**src/rtl/pwr_seq_ctrl_if.sv**
```systemverilog
// Software-control / board-pin bundle between the register file, the pins and the power sequencer.
interface pwr_seq_ctrl_if;
    logic       start;
    logic       stop;
    logic       fault_clr;
    logic [5:0] load_en_req;
    logic       pg_3v3;
    logic       pg_2v5;
    logic [3:0] alert_n;
    logic       en_3v3;
    logic       en_2v5;
    logic [5:0] load_en;
    logic [2:0] state;
    logic [3:0] fault_code;
    logic [3:0] alert_seen;
    logic       seq_done;

    modport master (
        output start, stop, fault_clr, load_en_req, pg_3v3, pg_2v5, alert_n,
        input  en_3v3, en_2v5, load_en, state, fault_code, alert_seen, seq_done
    );

    modport slave (
        input  start, stop, fault_clr, load_en_req, pg_3v3, pg_2v5, alert_n,
        output en_3v3, en_2v5, load_en, state, fault_code, alert_seen, seq_done
    );
endinterface

```
**src/rtl/pwr_seq_ctrl.sv**
```systemverilog
// Power sequencer: ramps the 3V3/2V5 rails, steps six load enables on, and shuts down
// in order or trips to FAULT on power-good loss, PG timeout or a debounced LTC alert.
module pwr_seq_ctrl #(
    parameter int unsigned PG_TIMEOUT_CYC = 10_000_000,
    parameter int unsigned DEBOUNCE_CYC   = 1000,
    parameter int unsigned STEP_CYC       = 100_000
) (
    input logic           clk_axi,
    input logic           rst,
    pwr_seq_ctrl_if.slave bus
);
    localparam int unsigned NIN      = 6;
    localparam int unsigned DB_W     = (DEBOUNCE_CYC > 1) ? $clog2(DEBOUNCE_CYC + 1) : 1;
    localparam int unsigned WAIT_MAX = (PG_TIMEOUT_CYC > STEP_CYC) ? PG_TIMEOUT_CYC : STEP_CYC;
    localparam int unsigned CNT_W    = $clog2(WAIT_MAX + 1);
    // Pin vector {alert_n[3:0], pg_2v5, pg_3v3}; idle value is "alerts inactive, PG not good".
    localparam logic [NIN-1:0] IN_RST = 6'b111100;

    typedef enum logic [2:0] {
        S_OFF      = 3'd0,
        S_RAMP     = 3'd1,
        S_LOADS    = 3'd2,
        S_ON       = 3'd3,
        S_SHUTDOWN = 3'd4,
        S_FAULT    = 3'd5
    } state_t;

    logic [NIN-1:0]  raw, sync1, sync2, deb;
    logic [DB_W-1:0] db_cnt [NIN];
    logic            start_q, stop_q, clr_q;
    logic            start_edge, stop_edge, clr_edge;

    state_t          state_q, state_d;
    logic [CNT_W-1:0] cnt_q, cnt_d;
    logic [2:0]      idx_q, idx_d;
    logic            rails_q, rails_d;
    logic [5:0]      load_en_q, load_en_d;
    logic [3:0]      fault_code_q, fault_code_d;
    logic [3:0]      alert_seen_q, alert_seen_d;
    logic            seq_done_q, seq_done_d;

    logic            pg3, pg2;
    logic [3:0]      alert_act;
    logic [3:0]      alert_code;
    logic [3:0]      fault_d;

    assign raw       = {bus.alert_n, bus.pg_2v5, bus.pg_3v3};
    assign pg3       = deb[0];
    assign pg2       = deb[1];
    assign alert_act = ~deb[5:2];

    // Two-flop synchronizer followed by a per-bit consecutive-sample debouncer.
    always_ff @(posedge clk_axi) begin
        if (rst) begin
            sync1 <= IN_RST;
            sync2 <= IN_RST;
            deb   <= IN_RST;
            for (int i = 0; i < NIN; i++) db_cnt[i] <= '0;
        end else begin
            sync1 <= raw;
            sync2 <= sync1;
            for (int i = 0; i < NIN; i++) begin
                if (sync2[i] == deb[i]) begin
                    db_cnt[i] <= '0;
                end else if (db_cnt[i] == DB_W'(DEBOUNCE_CYC - 1)) begin
                    deb[i]    <= sync2[i];
                    db_cnt[i] <= '0;
                end else begin
                    db_cnt[i] <= db_cnt[i] + DB_W'(1);
                end
            end
        end
    end

    // Registered rising-edge pulses for the software control levels.
    always_ff @(posedge clk_axi) begin
        if (rst) begin
            start_q    <= 1'b0;
            stop_q     <= 1'b0;
            clr_q      <= 1'b0;
            start_edge <= 1'b0;
            stop_edge  <= 1'b0;
            clr_edge   <= 1'b0;
        end else begin
            start_q    <= bus.start;
            stop_q     <= bus.stop;
            clr_q      <= bus.fault_clr;
            start_edge <= bus.start & ~start_q;
            stop_edge  <= bus.stop & ~stop_q;
            clr_edge   <= bus.fault_clr & ~clr_q;
        end
    end

    always_ff @(posedge clk_axi) begin
        if (rst) begin
            state_q      <= S_OFF;
            cnt_q        <= '0;
            idx_q        <= '0;
            rails_q      <= 1'b0;
            load_en_q    <= '0;
            fault_code_q <= '0;
            alert_seen_q <= '0;
            seq_done_q   <= 1'b0;
        end else begin
            state_q      <= state_d;
            cnt_q        <= cnt_d;
            idx_q        <= idx_d;
            rails_q      <= rails_d;
            load_en_q    <= load_en_d;
            fault_code_q <= fault_code_d;
            alert_seen_q <= alert_seen_d;
            seq_done_q   <= seq_done_d;
        end
    end

    always_comb begin
        state_d      = state_q;
        cnt_d        = (cnt_q == '1) ? cnt_q : cnt_q + CNT_W'(1);
        idx_d        = idx_q;
        load_en_d    = load_en_q;
        fault_code_d = fault_code_q;
        alert_seen_d = (clr_edge ? 4'd0 : alert_seen_q) | alert_act;
        fault_d      = 4'd0;
        alert_code   = 4'd0;

        // Lowest-numbered active alert gives the lowest fault code.
        for (int k = 3; k >= 0; k--) begin
            if (alert_act[k]) alert_code = 4'(5 + k);
        end

        case (state_q)
            S_OFF: begin
                if (start_edge) state_d = S_RAMP;
            end
            S_RAMP: begin
                if ((cnt_q == CNT_W'(PG_TIMEOUT_CYC - 1)) && !(pg3 && pg2))
                    fault_d = pg3 ? 4'd2 : 4'd1;
                else
                    fault_d = alert_code;
                if (stop_edge)         state_d = S_SHUTDOWN;
                else if (pg3 && pg2)   state_d = S_LOADS;
            end
            S_LOADS: begin
                fault_d = !pg3 ? 4'd3 : (!pg2 ? 4'd4 : alert_code);
                if (stop_edge) begin
                    state_d = S_SHUTDOWN;
                end else if (idx_q == 3'd6) begin
                    state_d = S_ON;
                end else if (cnt_q == CNT_W'(STEP_CYC - 1)) begin
                    for (int i = 0; i < 6; i++) begin
                        if (idx_q == 3'(i)) load_en_d[i] = bus.load_en_req[i];
                    end
                    idx_d = idx_q + 3'd1;
                    cnt_d = '0;
                end
            end
            S_ON: begin
                fault_d   = !pg3 ? 4'd3 : (!pg2 ? 4'd4 : alert_code);
                load_en_d = bus.load_en_req;
                if (stop_edge) state_d = S_SHUTDOWN;
            end
            S_SHUTDOWN: begin
                fault_d = alert_code;
                if (cnt_q == CNT_W'(STEP_CYC - 1)) state_d = S_OFF;
            end
            S_FAULT: begin
                if (clr_edge && !start_q) begin
                    state_d      = S_OFF;
                    fault_code_d = 4'd0;
                end
            end
            default: state_d = S_OFF;
        endcase

        // A fault overrides stop and normal progress in the same cycle.
        if (fault_d != 4'd0) begin
            state_d      = S_FAULT;
            fault_code_d = fault_d;
        end

        if (state_d != state_q) begin
            cnt_d = '0;
            idx_d = '0;
        end

        rails_d    = (state_d == S_RAMP) || (state_d == S_LOADS) ||
                     (state_d == S_ON)   || (state_d == S_SHUTDOWN);
        if ((state_d == S_OFF) || (state_d == S_SHUTDOWN) || (state_d == S_FAULT))
            load_en_d = '0;
        seq_done_d = (state_d == S_ON);
    end

    assign bus.en_3v3     = rails_q;
    assign bus.en_2v5     = rails_q;
    assign bus.load_en    = load_en_q;
    assign bus.state      = state_q;
    assign bus.fault_code = fault_code_q;
    assign bus.alert_seen = alert_seen_q;
    assign bus.seq_done   = seq_done_q;
endmodule

```
**src/flat_wrapper.sv**
```systemverilog
// flat-port wrapper written by rule: the top's interface ports become plain ports
module pwr_seq_ctrl_flat 
#(
    parameter int unsigned PG_TIMEOUT_CYC = 10_000_000,
    parameter int unsigned DEBOUNCE_CYC   = 1000,
    parameter int unsigned STEP_CYC       = 100_000
)
  (clk_axi, rst, bus_start, bus_stop, bus_fault_clr, bus_load_en_req, bus_pg_3v3, bus_pg_2v5, bus_alert_n, bus_en_3v3, bus_en_2v5, bus_load_en, bus_state, bus_fault_code, bus_alert_seen, bus_seq_done);
  pwr_seq_ctrl_if bus_i ();
  input logic clk_axi;
  input logic rst;
  input wire logic [$bits(bus_i.start)-1:0] bus_start;
  input wire logic [$bits(bus_i.stop)-1:0] bus_stop;
  input wire logic [$bits(bus_i.fault_clr)-1:0] bus_fault_clr;
  input wire logic [$bits(bus_i.load_en_req)-1:0] bus_load_en_req;
  input wire logic [$bits(bus_i.pg_3v3)-1:0] bus_pg_3v3;
  input wire logic [$bits(bus_i.pg_2v5)-1:0] bus_pg_2v5;
  input wire logic [$bits(bus_i.alert_n)-1:0] bus_alert_n;
  output wire logic [$bits(bus_i.en_3v3)-1:0] bus_en_3v3;
  output wire logic [$bits(bus_i.en_2v5)-1:0] bus_en_2v5;
  output wire logic [$bits(bus_i.load_en)-1:0] bus_load_en;
  output wire logic [$bits(bus_i.state)-1:0] bus_state;
  output wire logic [$bits(bus_i.fault_code)-1:0] bus_fault_code;
  output wire logic [$bits(bus_i.alert_seen)-1:0] bus_alert_seen;
  output wire logic [$bits(bus_i.seq_done)-1:0] bus_seq_done;
  assign bus_i.start = bus_start;
  assign bus_i.stop = bus_stop;
  assign bus_i.fault_clr = bus_fault_clr;
  assign bus_i.load_en_req = bus_load_en_req;
  assign bus_i.pg_3v3 = bus_pg_3v3;
  assign bus_i.pg_2v5 = bus_pg_2v5;
  assign bus_i.alert_n = bus_alert_n;
  assign bus_en_3v3 = bus_i.en_3v3;
  assign bus_en_2v5 = bus_i.en_2v5;
  assign bus_load_en = bus_i.load_en;
  assign bus_state = bus_i.state;
  assign bus_fault_code = bus_i.fault_code;
  assign bus_alert_seen = bus_i.alert_seen;
  assign bus_seq_done = bus_i.seq_done;
  pwr_seq_ctrl #(.PG_TIMEOUT_CYC(PG_TIMEOUT_CYC), .DEBOUNCE_CYC(DEBOUNCE_CYC), .STEP_CYC(STEP_CYC)) u_core (.clk_axi(clk_axi), .rst(rst), .bus(bus_i));
endmodule
```
**config.mk**
```make
export PLATFORM = sky130hd
export DESIGN_NAME = pwr_seq_ctrl_flat
export DESIGN_NICKNAME = d
export VERILOG_FILES = /design/src/rtl/pwr_seq_ctrl_if.sv /design/src/rtl/pwr_seq_ctrl.sv /design/src/flat_wrapper.sv
export SDC_FILE = /design/constraint.sdc
export NUM_CORES = 1
export LEC_CHECK = 0
export CAP_MARGIN = 15
export CORE_MARGIN = 5
export CORE_UTILIZATION = 54
export DETAILED_ROUTE_END_ITERATION = 7
export GPL_TIMING_DRIVEN = 0
export PLACE_DENSITY = 0.77
export SYNTH_ARGS = -nofsm -noshare
export SYNTH_HDL_FRONTEND = slang
export SYNTH_SLANG_ARGS = --single-unit
export TNS_END_PERCENT = 10
```
**constraint.sdc**
```tcl
create_clock -name clk_axi -period 2.05 [get_ports clk_axi]
set_input_delay 0.3075 -clock clk_axi [delete_from_list [all_inputs] [get_ports clk_axi]]
set_output_delay 0.3075 -clock clk_axi [all_outputs]
set_load 0.01 [all_outputs]
```
=== Yosys cells after proc, flatten, opt, wreduce, memory -nomap -nowiden ===
Memories as Yosys holds them, arrays and structs flattened.
Index checks and enable logic that the tools add are counted.
Widths: inputs -> output; s select.

* Bits in registers: 70
* Memory bits (writable): 60
* Input bits: 17
* Output and inout port bits: 20
* Memories: 1

* Add/subtract/negate cells: 8
* Equality and inequality tests: 41
* Muxes and demuxes: 124
* Bitwise gates (word level): 34
* Reductions and logical operators: 34

{| class="wikitable"
|+ Memories
! memory !! depth !! width !! rd ports !! clocked after Yosys merged registers in !! write ports !! RTL line !! source
|-
| u_core.db_cnt || 6 || 10 || 6 || 0 || 6 || pwr_seq_ctrl.sv:29 || <nowiki>logic [DB_W-1:0] db_cnt [NIN];</nowiki>
|}

{| class="wikitable"
|+ Operators by type and width
! kind !! number
|-
| $mux 10 || 18
|-
| $mux 24 || 5
|-
| $mux 1 || 74
|-
| $add 10x1->10 const B || 6
|-
| $eq 10x10->1 const B || 6
|-
| $eq 24x24->1 const B || 2
|-
| $mux 4 || 11
|-
| $reduce_and 5->1 || 6
|-
| $mux 3 || 9
|-
| $add 24x1->24 const B || 1
|-
| $eq 24x17->1 const B || 1
|-
| $eq 3x3->1 const B || 7
|-
| $eq 3x2->1 const B || 6
|-
| $mux 6 || 3
|-
| $or 1x1->1 || 18
|-
| $pmux 3 s6 || 1
|-
| $ne 2x1->1 const B || 7
|-
| $reduce_and 2->1 || 7
|-
| $pmux 4 s3 || 1
|-
| $pmux 6 s2 || 1
|-
| $not 1->1 || 11
|-
| $eq 3x1->1 const B || 3
|-
| $logic_not 3->1 || 3
|-
| $eq 1x1->1 || 6
|-
| other kinds (14) || 28
|}

=== Longest topological paths before layout ===
* Depth in word-level cells: 14
* Gate-level depth with buffers: 10
* Mapped depth without buffers: 9

=== Worst setup path after synthesis ===
No wires, ideal clock.

* Kind: reg-to-reg
* Start: register u_core.cnt_q[5]
* End: register u_core.cnt_q[18]
* Setup time: 0.115 ns
* Data arrival time: 2.156 ns
* Path slack: -0.221 ns
* Cell stages (with the launch flop): 9
* Path buffers: 1
* Cells stage by stage: dfxtp_1 > or4b_1 > or4_4 > o21ai_1 > o41ai_1 > o211ai_2 > a21oi_2 > buf_2 > and2_1

* Cells in the longest elaborated chain, start to end: 8
* Elaborated cells between the ends (all ways): 18
* Classes of those cells: add/sub (1); eq/ne (4); mux (10); reduce/logical (3)

{| class="wikitable"
|+ Ends and longest elaborated chain
! item !! RTL line !! source
|-
| from (decl) || pwr_seq_ctrl.sv:34 || <nowiki>logic [CNT_W-1:0] cnt_q, cnt_d;</nowiki>
|-
| from (signal assigned) || pwr_seq_ctrl.sv:106 || <nowiki>cnt_q <= cnt_d;</nowiki>
|-
| parallel branches: the longest is 8 deep, another holds $add 24x1->24 || n/a ||
|}

Several ways; the timed one is not identified.
A chain may end at the register's enable or synchronous reset.

=== Final worst setup path ===
* Start: register u_core.cnt_q[12]
* End: register u_core.cnt_q[16]

The elaborated chain is that of the path after synthesis.

==> summary.md <==
| Metric | Value |
|---|---|
| Fin. Hold Viols | `0` |
| GR Util met1 | `0.226` |
| Req. time, crit path | `2.36 ns` |
| Main flop type after synthesis | `dfxtp_1` |
| Cts bufs inserted | `17` |
| Reg2reg end | `u_core.cnt_q[16]` |
| Setup CP Type | `flip-flop to flip-flop` |
| Mapped Area | `6290 um^2` |
| Ys async rst share | `0` |
| Via-to-Cell Ratio | `5.34` |
| Remaining antenna violation count after routing | `0` |
| Longest Clk Path Bufs | `2` |
| Synth warnings | `0` |
| Nature of the critical path endpoint | `flip-flop` |
| Vias in the first global route | `4,935` |
| Max cap viols | `0` |
| # DRC | `0` |
| Antenna diodes | `0` |
| Fin area | `8000 um^2` |
| Pwr/cell area | `795 nW/um^2` |
| Clock transition at the registers of the reported paths | `0.06 ns` |
| Initial drt markers | `368` |
| Startpoint types | `flip-flop` |
| M2 GR Usage | `0.351` |
| Die X | `118 um` |
| CTS tree | `done` |
| CTS sink cnt | `130` |
| Worst EP arrival | `2.70 ns` |
| Std cell rows | `39` |
| Final core utilization | `0.701` |
| Die outline area | `13,900 um^2` |
| Unrepaired setup endpoints after global routing | `yes` |
| Max Slew Vio Count | `0` |
| Status | `finished, violations left` |
| Largest net degree at the start of global routing | `17` |
| Worst R2R Path Depth | `7` |
| Peak supply drop | `0.630 mV` |
| Fmax | `419 MHz` |
| Vias | `4,895` |
| Setup ws final | `-0.339 ns` |
| Reg2reg setup slack | `-0.34 ns` |
| I/O pin count | `37` |
| Wire per inst | `15.0 um` |
| Routed WL | `13,700 um` |
| Initial antenna violation count | `0` |
| H-tree levels | `4` |
| Critical R2R Launch | `u_core.cnt_q[12]` |
| Layout Skew | `0.00767 ns` |
| Failing checks | `setup timing` |
| Initial DRT Pass Iterations | `5` |
| Gpl congestion | `0.842` |
| Layout cell share with drive strength beyond 1 | `0.138` |
| Final nets | `790` |
| Skew-Pair Late Insertion Delay | `0.42 ns` |
| CP Max Fanout | `9` |
| Die H | `118 um` |
| Post-Synthesis Cells | `635` |
| Fin crit period | `2.39 ns` |
| Seq/Total Area, Yosys | `0.509` |
| Hold path depth | `1` |
| WHS Endpoint | `u_core.clr_edge` |
| I/O Buffers | `36` |
| Placed cell area | `7060 um^2` |
| Syn_area_per_cell | `9.91 um^2` |
| Met3 usage | `0.0519` |
| CTS root buffer | `clkbuf_16` |
| Post-DP HPWL | `9120 um` |
| Final setup viols | `41` |
| Total core area | `11,400 um^2` |
| Fin cells | `917` |
| Synth cell types | `53` |
| First-pass GRT wire length | `22,600 um` |
| Final Cycle Share | `1.17` |
| HP Start | `u_core.clr_q` |
| Leak | `3.07 nW` |
| GR Overflow Total | `0` |
| Initial Utilization | `0.551` |
| Worst hold path type | `flip-flop to flip-flop` |
| Most used routing layer | `met2` |
| Synthesis-to-finish area growth | `27.2%` |
| GRT Util Overall | `0.197` |
| #FFs+latches synth | `130` |
| Dpl cells | `873` |
| EDFF count, synth | `60` |
| Max_slew headroom | `0.632` |
| Slew @ Worst Pin | `0.548 ns` |
| Hold buffers post-CTS | `0` |
[metrics by stage]
step           setup TNS (ns)  setup WS, ns  total power [W]  hold WS [ns]
6_report               -10.92        -0.339          0.00636         0.383
5_1_grt                -14.52        -0.430          0.00656         0.396
4_1_cts                -10.02        -0.338          0.00638         0.388
3_5_place_dp           -26.44        -0.647          0.00316         0.380
3_3_place_gp           -21.79        -0.595          0.00315         0.374
2_1_floorplan           -1.73        -0.123          0.00306         0.367
[what timing repair did]
| action | 4_1_cts | 5_1_grt |
|---|---|---|
| setup buffers | 7 | 6 |
| cloned | 1 | 0 |
| pin swaps | 8 | 8 |
| resized for setup | 41 | 18 |
| hold endpoints to repair | 0 | 0 |
| endpoints found under the setup margin | 45 | 47 |
[critical path, cell delays in order, from the launching register on]
cell and delay (ns):
dfxtp_4 0.34, or4b_1 0.48, or4_4 0.48, nor4_4 0.32, and3_4 0.30, a211oi_4 0.06
buf_12 0.15, and2_4 0.14
[cell usage after synthesis, drive strengths merged, types with 2 or more instances]
cell type,instances,area [um^2]
a211oi,3,32.5
edfxtp,60,1800
ha,12,150
mux2i,9,90.1
and2,30,188
nand4,19,119
o22ai,4,25.0
inv,21,78.8
or3,7,43.8
nor3b,6,45.0
or2,9,56.3
clkbuf,10,37.5
buf,5,33.8
nor2b,20,125
a211o,5,43.8
xor2,28,245
nand2b,16,100
nor2,82,308
nor4b,2,23.8
nand4b,2,17.5
and4,4,35.0
nand3,28,140
nand2,41,154
o211a,2,20.0
dfxtp,70,1400
nor4,2,27.5
or4,4,33.8
o211ai,2,20.0
a31oi,5,31.3
o21ai,13,65.1
and3,18,113
nor3,15,75.1
nand3b,3,22.5
xnor2,43,377
a21oi,26,138
[worst max-delay path by stage]
stage                      from                to  slack, ns  depth (start not counted)
3_5_place_dp    u_core.cnt_q[0]  u_core.cnt_q[21]      -0.65                          9
4_1_cts        u_core.cnt_q[12]  u_core.cnt_q[19]      -0.34                          8
3_3_place_gp    u_core.cnt_q[0]   u_core.cnt_q[4]      -0.60                          9
5_1_grt         u_core.idx_q[0]  u_core.cnt_q[23]      -0.43                         10
6_report       u_core.cnt_q[12]  u_core.cnt_q[16]      -0.34                          7
2_1_floorplan   u_core.cnt_q[5]  u_core.cnt_q[18]      -0.12                          8
[final cells by class]
cell class              instances  area [um^2]
flip-flops and latches        130         3220
clock buffers                  21          493
inverters                      21         78.8
fillers                       810         3420
well taps                     143          179
repair buffers                 49          474
multi-input cells             528         3340
plain buffers                  14         71.3
clock inverters                11          146
[sequential cells by signal, indices dropped and copies added (netlist names), 3 cells and up]
register and flops:
u_core.idx_q 3, u_core.bus.state 3, u_core.bus.fault_code 4, u_core.sync2 6, u_core.bus.alert_seen 4, u_core.cnt_q 24, u_core.deb 6, u_core.bus.load_en 6
u_core.db_cnt 60, u_core.sync1 6
[cell usage in the layout (no fill, tap or decap), drive strengths merged, types with 12 or more instances in the layout]
cell type / n
nor2: 82
buf: 17
ha: 12
conb: 60
edfxtp: 60
clkdlybuf4s50: 36
o21ai: 13
nand2b: 16
dfxtp: 70
a21oi: 26
nand2: 41
nor3: 15
nand3: 28
xor2: 28
clkbuf: 31
and2: 30
nand4: 19
inv: 23
xnor2: 43
and3: 18
nor2b: 20
[report_power, final]
group / leakage [nW] / internal (W) / switching (W)
logic: 1.56 / 0.000144 / 0.000153
registers: 1.19 / 0.00279 / 0.0000690
clock network: 0.314 / 0.00209 / 0.00112
total: 3.07 / 0.00503 / 0.00134
[cells by family after synthesis]
logic type                 after synthesis  synth area share
other                                    1          0.000596
DFF                                    130             0.509
muxes                                   10            0.0161
and+or+nand+nor                        309             0.260
AOI/OAI and AO/OA                       66            0.0676
xor gates and xnor gates                71            0.0988
buffers and inverters                   36            0.0239
adders and majority gates               12            0.0239
[layer usage]
| metal | vias up | share of wire |
|---|---|---|
| li1 | 2418 | - |
| met1 | 2322 | 0.41 |
| met2 | 126 | 0.53 |
| met3 | 29 | 0.041 |
| met4 | 0 | 0.017 |
| met5 | - | 0 |
No activity file was read; power rests on OpenSTA's default activity.
